`config.mk`:
```
export PLATFORM = sky130hd
export DESIGN_NAME = fm_sb_capture_ctrl
export DESIGN_NICKNAME = d
export VERILOG_FILES = /design/src/rtl/fm_sb_pkg.sv /design/src/rtl/fm_sb_capture_ctrl_pb_reader.sv /design/src/rtl/fm_sb_capture_ctrl.sv
export SDC_FILE = /design/constraint.sdc
export NUM_CORES = 1
export LEC_CHECK = 0
export CORE_MARGIN = 3
export CORE_UTILIZATION = 45
export CTS_BUF_LIST = sky130_fd_sc_hd__clkbuf_8
export DETAILED_ROUTE_END_ITERATION = 10
export PLACE_DENSITY = 0.68
export SETUP_SLACK_MARGIN = 0.1
export SYNTH_ARGS = -nofsm -noshare
export SYNTH_HDL_FRONTEND = slang
export SYNTH_HIERARCHICAL = 1
export SYNTH_SLANG_ARGS = --single-unit
```
`constraint.sdc`:
```
create_clock -name clk -period 5.6 [get_ports clk]
set_input_delay 1.12 -clock clk [delete_from_list [all_inputs] [get_ports clk]]
set_output_delay 1.12 -clock clk [all_outputs]
set_load 0.02 [all_outputs]
```
`src/rtl/fm_sb_pkg.sv`:
```
// Shared types and constants for the floating-monitor spy-buffer capture controller.
package fm_sb_pkg;

    typedef enum logic [2:0] {
        ST_IDLE   = 3'd0,
        ST_ARMED  = 3'd1,
        ST_POST   = 3'd2,
        ST_FROZEN = 3'd3,
        ST_PLAY   = 3'd4
    } fm_sb_state_t;

    localparam logic [1:0] PB_STOP = 2'b00;
    localparam logic [1:0] PB_CONT = 2'b01;
    localparam logic [1:0] PB_ONCE = 2'b10;
    localparam logic [1:0] PB_LOOP = 2'b11;

    localparam int unsigned AXI_DW        = 32;
    localparam int unsigned META_WRAP_BIT = 31;
    localparam int unsigned META_TRIG_BIT = 30;
    localparam int unsigned META_PTR_LSB  = 0;

    function automatic logic [AXI_DW-1:0] meta_word(input logic wrap, input logic [15:0] ptr);
        logic [AXI_DW-1:0] w;
        w = '0;
        w[META_WRAP_BIT]       = wrap;
        w[META_TRIG_BIT]       = 1'b1;
        w[META_PTR_LSB +: 16]  = ptr;
        return w;
    endfunction

endpackage

```
`src/rtl/fm_sb_capture_ctrl_pb_reader.sv`:
```
// Playback read sequencer: address/length counters and the one-cycle pb_vld delay
// matching the spy-buffer memory read latency.
module fm_sb_pb_reader
    import fm_sb_pkg::*;
#(
    parameter int unsigned SB_ADDR_W = 10
) (
    input  logic                 clk,
    input  logic                 rst_n,
    input  logic                 load,
    input  logic                 run,
    input  logic                 keep,
    input  logic                 loop,
    input  logic                 pb_ready,
    input  logic [SB_ADDR_W-1:0] start_addr,
    input  logic [SB_ADDR_W:0]   length,
    output logic                 rd_en,
    output logic [SB_ADDR_W-1:0] rd_addr,
    output logic                 pb_vld,
    output logic                 done
);

    logic [SB_ADDR_W-1:0] addr;
    logic [SB_ADDR_W-1:0] base;
    logic [SB_ADDR_W:0]   remain;
    logic [SB_ADDR_W:0]   span;
    logic                 fire;

    assign fire = run && keep && pb_ready && (remain != '0);
    assign done = run && (!keep || (remain == '0));

    always_ff @(posedge clk or negedge rst_n) begin
        if (!rst_n) begin
            addr    <= '0;
            base    <= '0;
            remain  <= '0;
            span    <= '0;
            rd_en   <= 1'b0;
            rd_addr <= '0;
            pb_vld  <= 1'b0;
        end else begin
            pb_vld <= rd_en;
            if (load) begin
                addr   <= start_addr;
                base   <= start_addr;
                remain <= length;
                span   <= length;
                rd_en  <= 1'b0;
            end else begin
                rd_en <= fire;
                if (fire) begin
                    rd_addr <= addr;
                    // Reload on the last read of a pass so looping has no idle gap.
                    if (loop && (remain == (SB_ADDR_W+1)'(1))) begin
                        addr   <= base;
                        remain <= span;
                    end else begin
                        addr   <= addr + SB_ADDR_W'(1);
                        remain <= remain - (SB_ADDR_W+1)'(1);
                    end
                end
            end
        end
    end

endmodule

```
`src/rtl/fm_sb_capture_ctrl.sv`:
```
// Spy-buffer capture/freeze/playback sequencer: drives the buffer write port,
// freezes after a post-trigger count, logs metadata and replays chronologically.
module fm_sb_capture_ctrl
    import fm_sb_pkg::*;
#(
    parameter int unsigned SB_ADDR_W = 10,
    parameter int unsigned POST_W    = 16,
    parameter int unsigned PB_MODE_W = 2
) (
    input  logic                 clk,
    input  logic                 rst_n,
    input  logic                 mon_vld,
    input  logic                 trig,
    input  logic                 arm,
    input  logic [PB_MODE_W-1:0] pb_mode,
    input  logic [POST_W-1:0]    post_trig_cnt,
    input  logic                 pb_start,
    input  logic                 pb_ready,
    output logic                 sb_wr_en,
    output logic [SB_ADDR_W-1:0] sb_wr_addr,
    output logic                 sb_rd_en,
    output logic [SB_ADDR_W-1:0] sb_rd_addr,
    output logic                 pb_vld,
    output logic                 meta_wr_en,
    output logic [AXI_DW-1:0]    meta_wr_data,
    output logic                 frozen,
    output logic [2:0]           state
);

    localparam logic [SB_ADDR_W:0] DEPTH = {1'b1, {SB_ADDR_W{1'b0}}};

    fm_sb_state_t         cur_state, next_state;
    logic [SB_ADDR_W-1:0] wr_ptr, wr_ptr_next;
    logic                 wrapped, wrapped_next;
    logic [POST_W-1:0]    cnt, cnt_next;
    logic                 capture;
    logic                 meta_en_next;
    logic                 pb_keep, pb_loop;
    logic                 pb_load, pb_run, pb_done;
    logic [SB_ADDR_W-1:0] pb_start_addr;
    logic [SB_ADDR_W:0]   pb_length;

    // arm takes the cycle for itself: no write lands while pointers are being cleared.
    assign capture    = ((cur_state == ST_ARMED) || (cur_state == ST_POST)) && !arm;
    assign sb_wr_en   = capture && mon_vld;
    assign sb_wr_addr = wr_ptr;
    assign frozen     = (cur_state == ST_FROZEN);
    assign state      = cur_state;

    assign pb_keep       = pb_mode[1];
    assign pb_loop       = pb_mode[0];
    assign pb_load       = (cur_state == ST_FROZEN) && !arm && pb_start && pb_keep;
    assign pb_run        = (cur_state == ST_PLAY) && !arm;
    assign pb_start_addr = wrapped ? wr_ptr : '0;
    assign pb_length     = wrapped ? DEPTH : {1'b0, wr_ptr};

    always_comb begin
        next_state   = cur_state;
        wr_ptr_next  = wr_ptr;
        wrapped_next = wrapped;
        cnt_next     = cnt;
        if (sb_wr_en) begin
            wr_ptr_next = wr_ptr + SB_ADDR_W'(1);
            if (wr_ptr == '1) begin
                wrapped_next = 1'b1;
            end
        end
        if (arm) begin
            next_state   = ST_ARMED;
            wr_ptr_next  = '0;
            wrapped_next = 1'b0;
            cnt_next     = '0;
        end else begin
            case (cur_state)
                ST_ARMED: begin
                    if (trig && (pb_mode[1:0] != PB_CONT)) begin
                        if (post_trig_cnt == '0) begin
                            next_state = ST_FROZEN;
                        end else begin
                            next_state = ST_POST;
                            cnt_next   = post_trig_cnt;
                        end
                    end
                end
                ST_POST: begin
                    if (mon_vld) begin
                        cnt_next = cnt - POST_W'(1);
                        if (cnt == POST_W'(1)) begin
                            next_state = ST_FROZEN;
                        end
                    end
                end
                ST_FROZEN: begin
                    if (pb_load) begin
                        next_state = ST_PLAY;
                    end
                end
                ST_PLAY: begin
                    if (pb_done) begin
                        next_state = ST_FROZEN;
                    end
                end
                default: ;
            endcase
        end
    end

    // Metadata is logged only for a capture freeze, not on return from playback.
    assign meta_en_next = (next_state == ST_FROZEN) && capture;

    always_ff @(posedge clk or negedge rst_n) begin
        if (!rst_n) begin
            cur_state    <= ST_IDLE;
            wr_ptr       <= '0;
            wrapped      <= 1'b0;
            cnt          <= '0;
            meta_wr_en   <= 1'b0;
            meta_wr_data <= '0;
        end else begin
            cur_state  <= next_state;
            wr_ptr     <= wr_ptr_next;
            wrapped    <= wrapped_next;
            cnt        <= cnt_next;
            meta_wr_en <= meta_en_next;
            if (arm) begin
                meta_wr_data <= '0;
            end else if (meta_en_next) begin
                meta_wr_data <= meta_word(wrapped_next, 16'(wr_ptr_next));
            end
        end
    end

    fm_sb_pb_reader #(
        .SB_ADDR_W(SB_ADDR_W)
    ) u_pb_reader (
        .clk        (clk),
        .rst_n      (rst_n),
        .load       (pb_load),
        .run        (pb_run),
        .keep       (pb_keep),
        .loop       (pb_loop),
        .pb_ready   (pb_ready),
        .start_addr (pb_start_addr),
        .length     (pb_length),
        .rd_en      (sb_rd_en),
        .rd_addr    (sb_rd_addr),
        .pb_vld     (pb_vld),
        .done       (pb_done)
    );

endmodule
```
* After elaboration in Yosys (flattened, before gate mapping) *
Index checks and enable logic that the tools add are counted.

word-level totals
  register bits = 117
  bits of input ports = 25
  output and inout port bits = 60
  word-level logic and storage cells = 84

operators by class
  add/sub/neg operators = 4
  eq/ne operators = 12
  multiplexer cells = 29
  bitwise gates (word level) = 1
  reductions and logical operators = 25

operators with widths
  cell                                                                   count
  16-bit 2-to-1 mux                                                      4
  32-bit 2-to-1 mux                                                      2
  10-bit 2-to-1 mux                                                      6
  11-bit 2-to-1 mux                                                      4
  16-bit case mux with 2 select lines                                    1
  10-bit by 1-bit adder with 10-bit output (second input constant)       2
  3-bit 2-to-1 mux                                                       6
  16-bit by 1-bit == test with 1-bit output (second input constant)      1
  16-bit logical NOT                                                     1
  16-bit by 1-bit subtractor with 16-bit output (second input constant)  1
  1-bit logical AND                                                      13
  3-bit case mux with 4 select lines                                     1
  11-bit by 1-bit == test with 1-bit output (second input constant)      1
  11-bit logical NOT                                                     1
  11-bit nonzero test                                                    1
  11-bit by 1-bit subtractor with 11-bit output (second input constant)  1
  10-bit == test (second input constant)                                 1
  3-bit by 2-bit == test with 1-bit output (second input constant)       3
  3-bit inequality test (second input constant)                          2
  1-bit 2-to-1 mux                                                       5
  4-bit AND reduction                                                    1
  2-bit nonzero test                                                     2
  3-bit by 1-bit == test with 1-bit output (second input constant)       1
  3-bit == test (second input constant)                                  1
  other kinds (7)                                                        9

* Logic depth before layout (Yosys ltp) *
Gate-level depths: netlist (run 1).

  depth in word-level cells = 11
  gate-level depth with buffers = 11
  depth with buffers taken out = 8

* Hierarchy *
Netlist (run 1), hierarchy kept.

modules (own cells, without submodules)
  module              times used  cells each  area each (µm²)  seq. area each (µm²)
  fm_sb_capture_ctrl  1           326         2865.2           1076.0
  fm_sb_pb_reader     1           298         2777.7           1351.3

* Worst setup path before layout (run 1) *
No wires, ideal clock.

  path type = in2reg
  start = input port arm
  end = register u_pb_reader.addr[5]
  setup time = 82 ps
  data arrival time = 3134 ps
  data required time = 5518 ps
  setup slack = 2384 ps
  stages = 11
  buffers on the path = 5
  path through = clkbuf_1 clkbuf_1 nor4b_1 nand3_1 a31oi_1 buf_2 or2_1 clkbuf_1 buf_4 nor2_1 a31oi_1

between the ends
  cells in the longest elaborated chain, start to end = 6
  elaborated cells between the ends (all ways) = 10
  those cells by class = mux (1); reduce/logical (9)

RTL lines
  element                              line                                RTL
  start: declaration                   fm_sb_capture_ctrl.sv:14            input logic arm,
  1-bit logical NOT                    fm_sb_capture_ctrl.sv:53            assign pb_run = (cur_state == ST_PLAY) && !arm;
  1-bit logical AND                    fm_sb_capture_ctrl.sv:53
  net pb_run                           fm_sb_capture_ctrl.sv:39            logic pb_load, pb_run, pb_done;
  1-bit logical AND (3 in a row)       fm_sb_capture_ctrl_pb_reader.sv:29  assign fire = run && keep && pb_ready && (remain != '0);
  2-bit nonzero test (no source line)  n/a
  end signal: assignment               fm_sb_capture_ctrl_pb_reader.sv:44  addr <= start_addr;
  end signal: assignment               fm_sb_capture_ctrl_pb_reader.sv:55  addr <= base;
  end signal: assignment               fm_sb_capture_ctrl_pb_reader.sv:58  addr <= addr + SB_ADDR_W'(1);
  end: declaration                     fm_sb_capture_ctrl_pb_reader.sv:23  logic [SB_ADDR_W-1:0] addr;

The timed path passes the listed nets, and every way through them passes these cells.
A chain may end at the register's enable or synchronous reset.

* Worst setup path after layout (run 1) *
  start = input port mon_vld
  end = output port sb_wr_en

between the ends
  cells in the longest elaborated chain, start to end = 1

RTL lines
  element             line                      RTL
  start: declaration  fm_sb_capture_ctrl.sv:12  input logic mon_vld,
  1-bit logical AND   fm_sb_capture_ctrl.sv:45  assign sb_wr_en = capture && mon_vld;
  end: declaration    fm_sb_capture_ctrl.sv:19  output logic sb_wr_en,

No other way between the ends.

==> results.json, run 1 <==
{
  "status": "finished clean",
  "ys_seq_area_share_pct": 43.0,
  "final_area_um2": 6500,
  "cp_data_arrival_time_ns": 3.15,
  "placement.cell_area_um2": 6290,
  "multiInputGateArea_um2": 2850,
  "firstDrtPassIters": 5,
  "regArea_um2": 2430,
  "drive_above_1_share_pct": 9.97,
  "cp_top_family": "buffers and inverters",
  "slowest_stage": "clkdlybuf4s50_1",
  "num-nets-final": 698,
  "ys_ff_latch": 97,
  "die_w_um": 118,
  "synth_edf_count": 0,
  "wl_um": 13600,
  "hp-class": "flip-flop to flip-flop",
  "cts_resized": 0,
  "dr_total_vias": 4725,
  "antenna_left": 0,
  "period_share_pct": 76.3,
  "path_cells": "clkdlybuf4s50_1 > or3b_1 > nor2_2 > clkdlybuf4s50_1",
  "finalMaxSlewViolations": 0,
  "worstSkewPairLatency_ns": 0.38,
  "layout_min_cycle_time_ns": 4.27,
  "grt-ovfl-total": 0,
  "placement_rows": 40,
  "powerDensity_nw_per_um2": 279,
  "maxCapViolations": 0,
  "antenna_found_initial": 0,
  "num_antenna_cells": 0,
  "synth.distinct_cells": 68,
  "track_usage_pct": 19.8,
  "worst-slew-pin-transition_ns": 0.943,
  "cts_setup_buffers": 0,
  "hold_viol": 0,
  "initial_utilization_pct": 46.6,
  "worstSetupEndpointType": "primary output",
  "leakage_nw": 2.77,
  "max_slew_margin_pct": 37.1,
  "critPathCapture": "sb_wr_en",
  "cts_max_level": 3,
  "ys_warn_count": 6,
  "hp-start": "u_pb_reader/rd_en",
  "cp-startpoint": "mon_vld",
  "pin_count": 85,
  "cp_num_cells": 4,
  "cp-start-kind": "input port",
  "syn_avg_cell_area_um2": 9.04,
  "wl_per_cell_um": 16.2,
  "cts_max_path_buffers": 2,
  "io_buffers": 64,
  "crit_top_cell": "clkdlybuf4s50_1",
  "dp_hpwl_um": 9560,
  "fillers": 1148,
  "grt_pass1_wl_um": 22700,
  "synth_area_um2": 5640,
  "rsz0062_at_grt": "false",
  "peakVddDrop_mv": 0.150,
  "dieArea_um2": 13900,
  "die_y_um": 118,
  "final.setup_skew_ns": 0.0117,
  "grt_max_degree": 53,
  "cts_sinks": 97,
  "r2r-start": "state[1]",
  "rr_endpoint": "meta_wr_data[9]",
  "postCtsHoldBufs": 0,
  "required_ns": 4.48,
  "drt-vias-per-instance": 5.63,
  "final.setup.tns_ns": 0,
  "clock-root-buffer": "clkbuf_8",
  "area_growth_pct": 15.2,
  "core-area_um2": 12100,
  "rrSetupSlack_ns": 2.57,
  "grt_pass1_vias": 4578,
  "place.gp.congestion": 0.899,
  "slowest_delay_ns": 0.65,
  "drc": 0,
  "path_clk_slew_ns": 0.10,
  "cts_tree": "built",
  "drt_iter0_markers": 390,
  "r2r_cells": 5,
  "crit_buf_inv": 2,
  "synth_top_flop_cell": "dfrtp_1",
  "cp_max_fo": 8,
  "setup-violations-final": 0,
  "crit_type": "input port to primary output",
  "fmax_mhz": 234,
  "final_common_cell": "dfrtp_1",
  "cts-buffers-inserted": 9,
  "final_cell_mix": "dfrtp_1, clkdlybuf4s50_1, nor2_1, nand2_1, o21ai_0",
  "async_flop_share_pct": 100,
  "syn_inst": 624
}
==> registers in the layout (all words and copies together) (netlist names) <==
register,flops
u_pb_reader/span,11
u_pb_reader/remain,11
u_pb_reader/base,10
meta_wr_data,12
u_pb_reader/addr,10
state,3
u_pb_reader/rd_en,1
meta_wr_en,1
u_pb_reader/pb_vld,1
sb_wr_addr,10
u_pb_reader/rd_addr,10
cnt,16
wrapped,1
==> power by group <==
group / total, mW / internal (mW) / switching (mW)
Combinational: 0.474 / 0.197 / 0.277
Clock: 0.469 / 0.210 / 0.259
Sequential: 0.872 / 0.788 / 0.0838
Total: 1.81 / 1.19 / 0.620
==> worst min path at each step <==
stage                           to  slack [ns]  depth (start not counted)
2_1_floorplan  u_pb_reader/span[6]        0.48                          1
3_3_place_gp    u_pb_reader/pb_vld        0.36                          0
3_5_place_dp    u_pb_reader/pb_vld        0.36                          0
4_1_cts         u_pb_reader/pb_vld        0.39                          0
5_1_grt         u_pb_reader/pb_vld        0.39                          0
6_report        u_pb_reader/pb_vld        0.38                          0
==> synth_stat cells, drive strengths merged, types with 10 or more instances <==
cell type	instances	area (µm²)
buf	42	278
nor4	13	100
nand2b	14	87.6
mux2	13	146
o31ai	11	87.6
a21o	10	75.1
nor2	60	240
xnor2	13	121
inv	29	109
nand3	14	70.1
nor2b	14	87.6
nor3b	14	120
and2	11	68.8
nor3	18	105
a21oi	36	180
a31oi	15	93.8
clkbuf	17	63.8
dfrtp	97	2430
o21ai	45	225
nand2	49	184
==> cell families after synthesis <==
kind of cell	share of synthesized area (%)
adders and majority gates	1.33
and+or+nand+nor	23.7
xor gates and xnor gates	2.31
DFF	43.0
other	0.0665
muxes	3.13
buffers and inverters	7.98
AOI/OAI and AO/OA	18.5
==> routing by layer <==
metal  part of all wire (%)  vias to the layer above  track usage, %
met5                      0                        -               0
met4                    1.4                        0            6.08
met3                    5.4                       17            4.37
met2                     49                      132            32.1
met1                     45                     2318            26.5
li1                       -                     2258               -
==> cell type report <==
| type | count | area share, % |
|---|---|---|
| multi-input cells | 458 | 43.9 |
| flip-flops and latches | 97 | 37.4 |
| repair buffers | 72 | 10.7 |
| well taps | 168 | 3.23 |
| clock buffers | 9 | 1.91 |
| inverters | 29 | 1.68 |
| clock inverters | 7 | 1.23 |
==> worst register-to-register path, delay by kind of cell (launching register included) <==
| family | cells | cell delay (ns) |
|---|---|---|
| and+or+nand+nor | 3 | 1.35 |
| DFF | 1 | 0.61 |
| AOI/OAI and AO/OA | 2 | 0.94 |
==> per-stage QoR <==
stage               power [mW]  utilization [%]  setup slack [ns]  hold slack, ns  std cells
floorplan                 1.22                -              2.38           0.481        643
global placement          1.33             52.0              1.37           0.361        824
detailed placement        1.35             52.0              1.32           0.362        824
CTS                       1.83             53.7              1.32           0.386        840
global route              1.93             53.7              1.22           0.392        840
finish                    1.81             53.7              1.33           0.381        840
Power figures use the tool's default switching activity.
==> inputs of run 2 (changes only) <==
- clock period: 5.6 -> 4.15 ns (I/O delays scaled with it)
==> results.json, run 2 (same netlist as run 1, synthesis figures left out) <==
{
  "firstDrtPassIters": 5,
  "max_slew_margin_pct": 40.5,
  "final_cell_mix": "dfrtp_1, clkdlybuf4s50_1, nor2_1, nand2_1, o21ai_0",
  "rsz0062_at_grt": "false",
  "stdcell_count": 847,
  "clkPwrFrac_pct": 26.4,
  "antenna_left": 0,
  "slowest_delay_ns": 0.65,
  "grt_pass1_wl_um": 22800,
  "die_w_um": 118,
  "num-nets-final": 705,
  "largest_reg_flops": 16,
  "die_y_um": 118,
  "rrSetupSlack_ns": 1.31,
  "drt-vias-per-instance": 5.54,
  "regMostFlops": "cnt",
  "final.setup.tns_ns": 0,
  "cts_tree": "built",
  "switching_share_pct": 32.9,
  "pwr-share-seq_pct": 47.7,
  "final_common_cell": "dfrtp_1",
  "clock-root-buffer": "clkbuf_8",
  "place.gp.congestion": 0.894,
  "cts_max_level": 3,
  "layout_min_cycle_time_ns": 3.49,
  "powerDensity_nw_per_um2": 376,
  "period_share_pct": 84.1,
  "setup-violations-final": 0,
  "area_growth_pct": 16.2,
  "cts_sinks": 97,
  "cts_setup_buffers": 0,
  "combinationalPowerShare_pct": 25.9,
  "track_usage_pct": 19.8,
  "internal_power_mw": 1.66,
  "status": "finished clean",
  "grt_pass1_vias": 4482,
  "grt-ovfl-total": 0,
  "worstSetupEndpointType": "primary output",
  "path_cells": "clkdlybuf4s50_1 > or3b_1 > nor2_2 > clkdlybuf4s50_1",
  "hp-start": "u_pb_reader/rd_en",
  "min_path_cells": 0,
  "drc": 0,
  "switching_power_mw": 0.811,
  "wl_per_cell_um": 16.2,
  "fillers": 1141,
  "dp_hpwl_um": 9620,
  "num_antenna_cells": 0,
  "crit_top_cell": "clkdlybuf4s50_1",
  "holdWs_ns": 0.383,
  "rr_endpoint": "u_pb_reader/addr[9]",
  "setup_ws_ns": 0.662,
  "r2r-start": "state[1]",
  "pin_count": 85,
  "cp_data_arrival_time_ns": 2.66,
  "fin_util_pct": 54.1,
  "cp_max_fo": 7,
  "cp-start-kind": "input port",
  "worstSkewPairLatency_ns": 0.38,
  "core-area_um2": 12100,
  "final.setup_skew_ns": 0.0176,
  "required_ns": 3.32,
  "finalMaxSlewViolations": 0,
  "io_buffers": 64,
  "placement_rows": 40,
  "initial_utilization_pct": 46.6,
  "drive_above_1_share_pct": 10.6,
  "dr_total_vias": 4693,
  "reg_top3": "cnt: 16 flops, meta_wr_data: 12 flops",
  "grt_max_degree": 54,
  "leakage_nw": 2.82,
  "numPlacedInstances": 831,
  "worst-slew-pin-transition_ns": 0.893,
  "drt_iter0_markers": 412,
  "path_clk_slew_ns": 0.08,
  "hp-class": "flip-flop to flip-flop",
  "cts_resized": 0,
  "crit_type": "input port to primary output",
  "r2r_cells": 9,
  "fmax_mhz": 287,
  "wl_um": 13700,
  "pre_cts_ws_ns": 0.682,
  "maxCapViolations": 0,
  "slowest_stage": "clkdlybuf4s50_1",
  "peakVddDrop_mv": 0.244,
  "postCtsHoldBufs": 0,
  "cts-buffers-inserted": 9,
  "cts_max_path_buffers": 2,
  "hold_viol": 0,
  "min_to": "u_pb_reader/pb_vld",
  "dieArea_um2": 13900,
  "antenna_found_initial": 0
}
run 2: cell count changes in the layout (fill, tap and decap cells not counted):
| cell | delta |
|---|---|
| inv_1 | +2 |
| inv_6 | -1 |
| clkinv_2 | +1 |
| clkinv_4 | -3 |
| clkinvlp_4 | -2 |
| buf_4 | +7 |
| clkbuf_8 | +3 |
run 2: routing by layer:
| metal | wire length (µm) | up-vias | GRT usage, % |
|---|---|---|---|
| li1 | - | 2273 | - |
| met1 | 6210 | 2265 | 27.7 |
| met2 | 6470 | 140 | 31.5 |
| met3 | 832 | 15 | 4.04 |
| met4 | 173 | 0 | 5.20 |
| met5 | 0 | - | 0 |
run 2: power groups by stage:
stage               sequential, mW  combinational, mW  clock [mW]
global route                  1.20              0.713       0.714
CTS                           1.17              0.637       0.669
finish                        1.18              0.639       0.651
global placement              1.19              0.615           0
detailed placement            1.19              0.634           0
floorplan                     1.16              0.483           0
run 2: cell type report:
cell class,instances,area (µm²),share of cell area (%)
well taps,168,210,3.21
clock inverters,4,42.5,0.649
inverters,29,109,1.66
repair buffers,79,751,11.5
clock buffers,12,165,2.52
flip-flops and latches,97,2430,37.0
multi-input cells,458,2850,43.5
run 2: per-stage QoR:
stage / total power [mW] / area, µm²
floorplan: 1.64 / 5710
global placement: 1.80 / 6350
detailed placement: 1.83 / 6350
CTS: 2.48 / 6560
global route: 2.62 / 6560
finish: 2.47 / 6560
run 2: worst max-delay path: cells and delay by family:
family | cells | cell delay [ns]
buffers and inverters | 2 | 1.25
AND/OR/NAND/NOR | 2 | 0.57
run 2: how the worst max path moves through the flow:
stage / start / to / slack, ns / cells past startpoint
5_1_grt: mon_vld / sb_wr_en / 0.60 / 4
4_1_cts: mon_vld / sb_wr_en / 0.67 / 4
3_3_place_gp: mon_vld / sb_wr_en / 0.69 / 4
3_5_place_dp: mon_vld / sb_wr_en / 0.68 / 4
2_1_floorplan: arm / u_pb_reader/addr[5] / 1.22 / 11
6_report: mon_vld / sb_wr_en / 0.66 / 4
==> inputs of run 3 (changes only) <==
- clock period: 4.15 -> 3.6 ns (I/O delays scaled with it)
==> results.json, run 3 (same netlist as run 1, synthesis figures left out) <==
{
  "hp-class": "flip-flop to flip-flop",
  "regMostFlops": "cnt",
  "area_growth_pct": 16.6,
  "firstDrtPassIters": 5,
  "postCtsHoldBufs": 0,
  "cts_setup_buffers": 0,
  "dr_total_vias": 4788,
  "reg_top3": "cnt: 16 flops, meta_wr_data: 12 flops",
  "dp_hpwl_um": 9590,
  "placement_rows": 40,
  "pin_count": 85,
  "status": "finished clean",
  "cp-start-kind": "input port",
  "place.gp.congestion": 0.889,
  "setup-violations-final": 0,
  "final.setup_skew_ns": 0.00690,
  "num_antenna_cells": 0,
  "num-nets-final": 708,
  "period_share_pct": 87.1,
  "drive_above_1_share_pct": 11.1,
  "antenna_found_initial": 0,
  "cts_resized": 0,
  "rsz0062_at_grt": "false",
  "path_clk_slew_ns": 0.09,
  "fillers": 1156,
  "slowest_delay_ns": 0.65,
  "leakage_nw": 2.83,
  "track_usage_pct": 19.9,
  "holdWs_ns": 0.384,
  "io_buffers": 64,
  "cts_max_level": 3,
  "path_cells": "clkdlybuf4s50_1 > or3b_1 > nor2_2 > clkdlybuf4s50_1",
  "required_ns": 2.88,
  "crit_top_cell": "clkdlybuf4s50_1",
  "peakVddDrop_mv": 0.262,
  "wl_per_cell_um": 16.2,
  "core-area_um2": 12100,
  "cts_tree": "built",
  "grt_max_degree": 60,
  "grt_pass1_vias": 4641,
  "die_w_um": 118,
  "largest_reg_flops": 16,
  "maxCapViolations": 0,
  "grt-ovfl-total": 0,
  "dieArea_um2": 13900,
  "cts_sinks": 97,
  "worstSkewPairLatency_ns": 0.37,
  "powerDensity_nw_per_um2": 429,
  "worst-slew-pin-transition_ns": 0.914,
  "clock-root-buffer": "clkbuf_8",
  "setup_ws_ns": 0.465,
  "wl_um": 13800,
  "fmax_mhz": 319,
  "pre_cts_ws_ns": 0.360,
  "hold_viol": 0,
  "cts-buffers-inserted": 9,
  "final_cell_mix": "dfrtp_1, clkdlybuf4s50_1, nor2_1, nand2_1, o21ai_0",
  "antenna_left": 0,
  "max_slew_margin_pct": 39.0,
  "drc": 0,
  "grt_pass1_wl_um": 23100,
  "cts_max_path_buffers": 2,
  "cp_max_fo": 3,
  "drt_iter0_markers": 378,
  "die_y_um": 118,
  "crit_type": "input port to primary output",
  "layout_min_cycle_time_ns": 3.13,
  "final_common_cell": "dfrtp_1",
  "initial_utilization_pct": 46.6,
  "finalMaxSlewViolations": 0,
  "slowest_stage": "clkdlybuf4s50_1",
  "drt-vias-per-instance": 5.63,
  "cp_data_arrival_time_ns": 2.41,
  "final.setup.tns_ns": 0,
  "worstSetupEndpointType": "primary output"
}
[run 3: cell types whose count changed in the layout (fill, tap and decap cells not counted)]
cell and change:
clkinv_4 +1, clkbuf_8 -3, clkinv_2 +1, buf_12 +1, buf_4 +2, inv_8 +1
inv_1 -1, clkinvlp_4 +1
[run 3: through the flow]
stage / utilization [%] / cell area, µm² / power (mW) / cells
after floorplan: - / 5710 / 1.90 / 643
after global placement: 52.7 / 6380 / 2.08 / 834
after detailed placement: 52.7 / 6380 / 2.11 / 834
after CTS: 54.3 / 6580 / 2.84 / 850
after global routing: 54.3 / 6580 / 2.99 / 850
final: 54.3 / 6580 / 2.82 / 850
[run 3: metal layers]
layer	up-vias	global-route usage, %	wire, µm
li1	2284	-	-
met1	2342	27.1	6230
met5	-	0	0
met4	0	5.57	157
met2	146	32.6	6620
met3	16	3.80	750
[run 3: final cells by class]
class | count | area, µm² | area share [%]
Multi-Input combinational cell | 458 | 2850 | 43.3
Clock inverter | 7 | 71.3 | 1.08
Inverter | 29 | 109 | 1.65
Clock buffer | 9 | 124 | 1.88
Sequential cell | 97 | 2430 | 36.9
Tap cell | 168 | 210 | 3.20
Timing Repair Buffer | 82 | 786 | 11.9
[run 3: final timing paths]
kind                                             from                  end  slack [ns]  cells past startpoint
worst max-delay path                              arm             sb_wr_en        0.47                      4
worst min-delay path                u_pb_reader/rd_en   u_pb_reader/pb_vld        0.38                      0
worst max register to register  u_pb_reader/remain[0]  u_pb_reader/addr[4]        1.04                      8
worst min register to register      u_pb_reader/rd_en   u_pb_reader/pb_vld        0.38                      0
max in group asynchronous                       rst_n  u_pb_reader/span[7]        2.51                      2
min in group asynchronous                       rst_n               cnt[6]        0.44                      1
[run 3: report_power, final]
part           leakage (nW)  switching (mW)  internal, mW
Clock                 0.102           0.397         0.323
Sequential             1.28           0.132          1.23
Combinational          1.45           0.430         0.314
[run 3: critical path, delay by kind of cell]
| kind | cells | cell delay [ns] |
|---|---|---|
| simple gates | 2 | 0.59 |
| buf+inv | 2 | 1.11 |
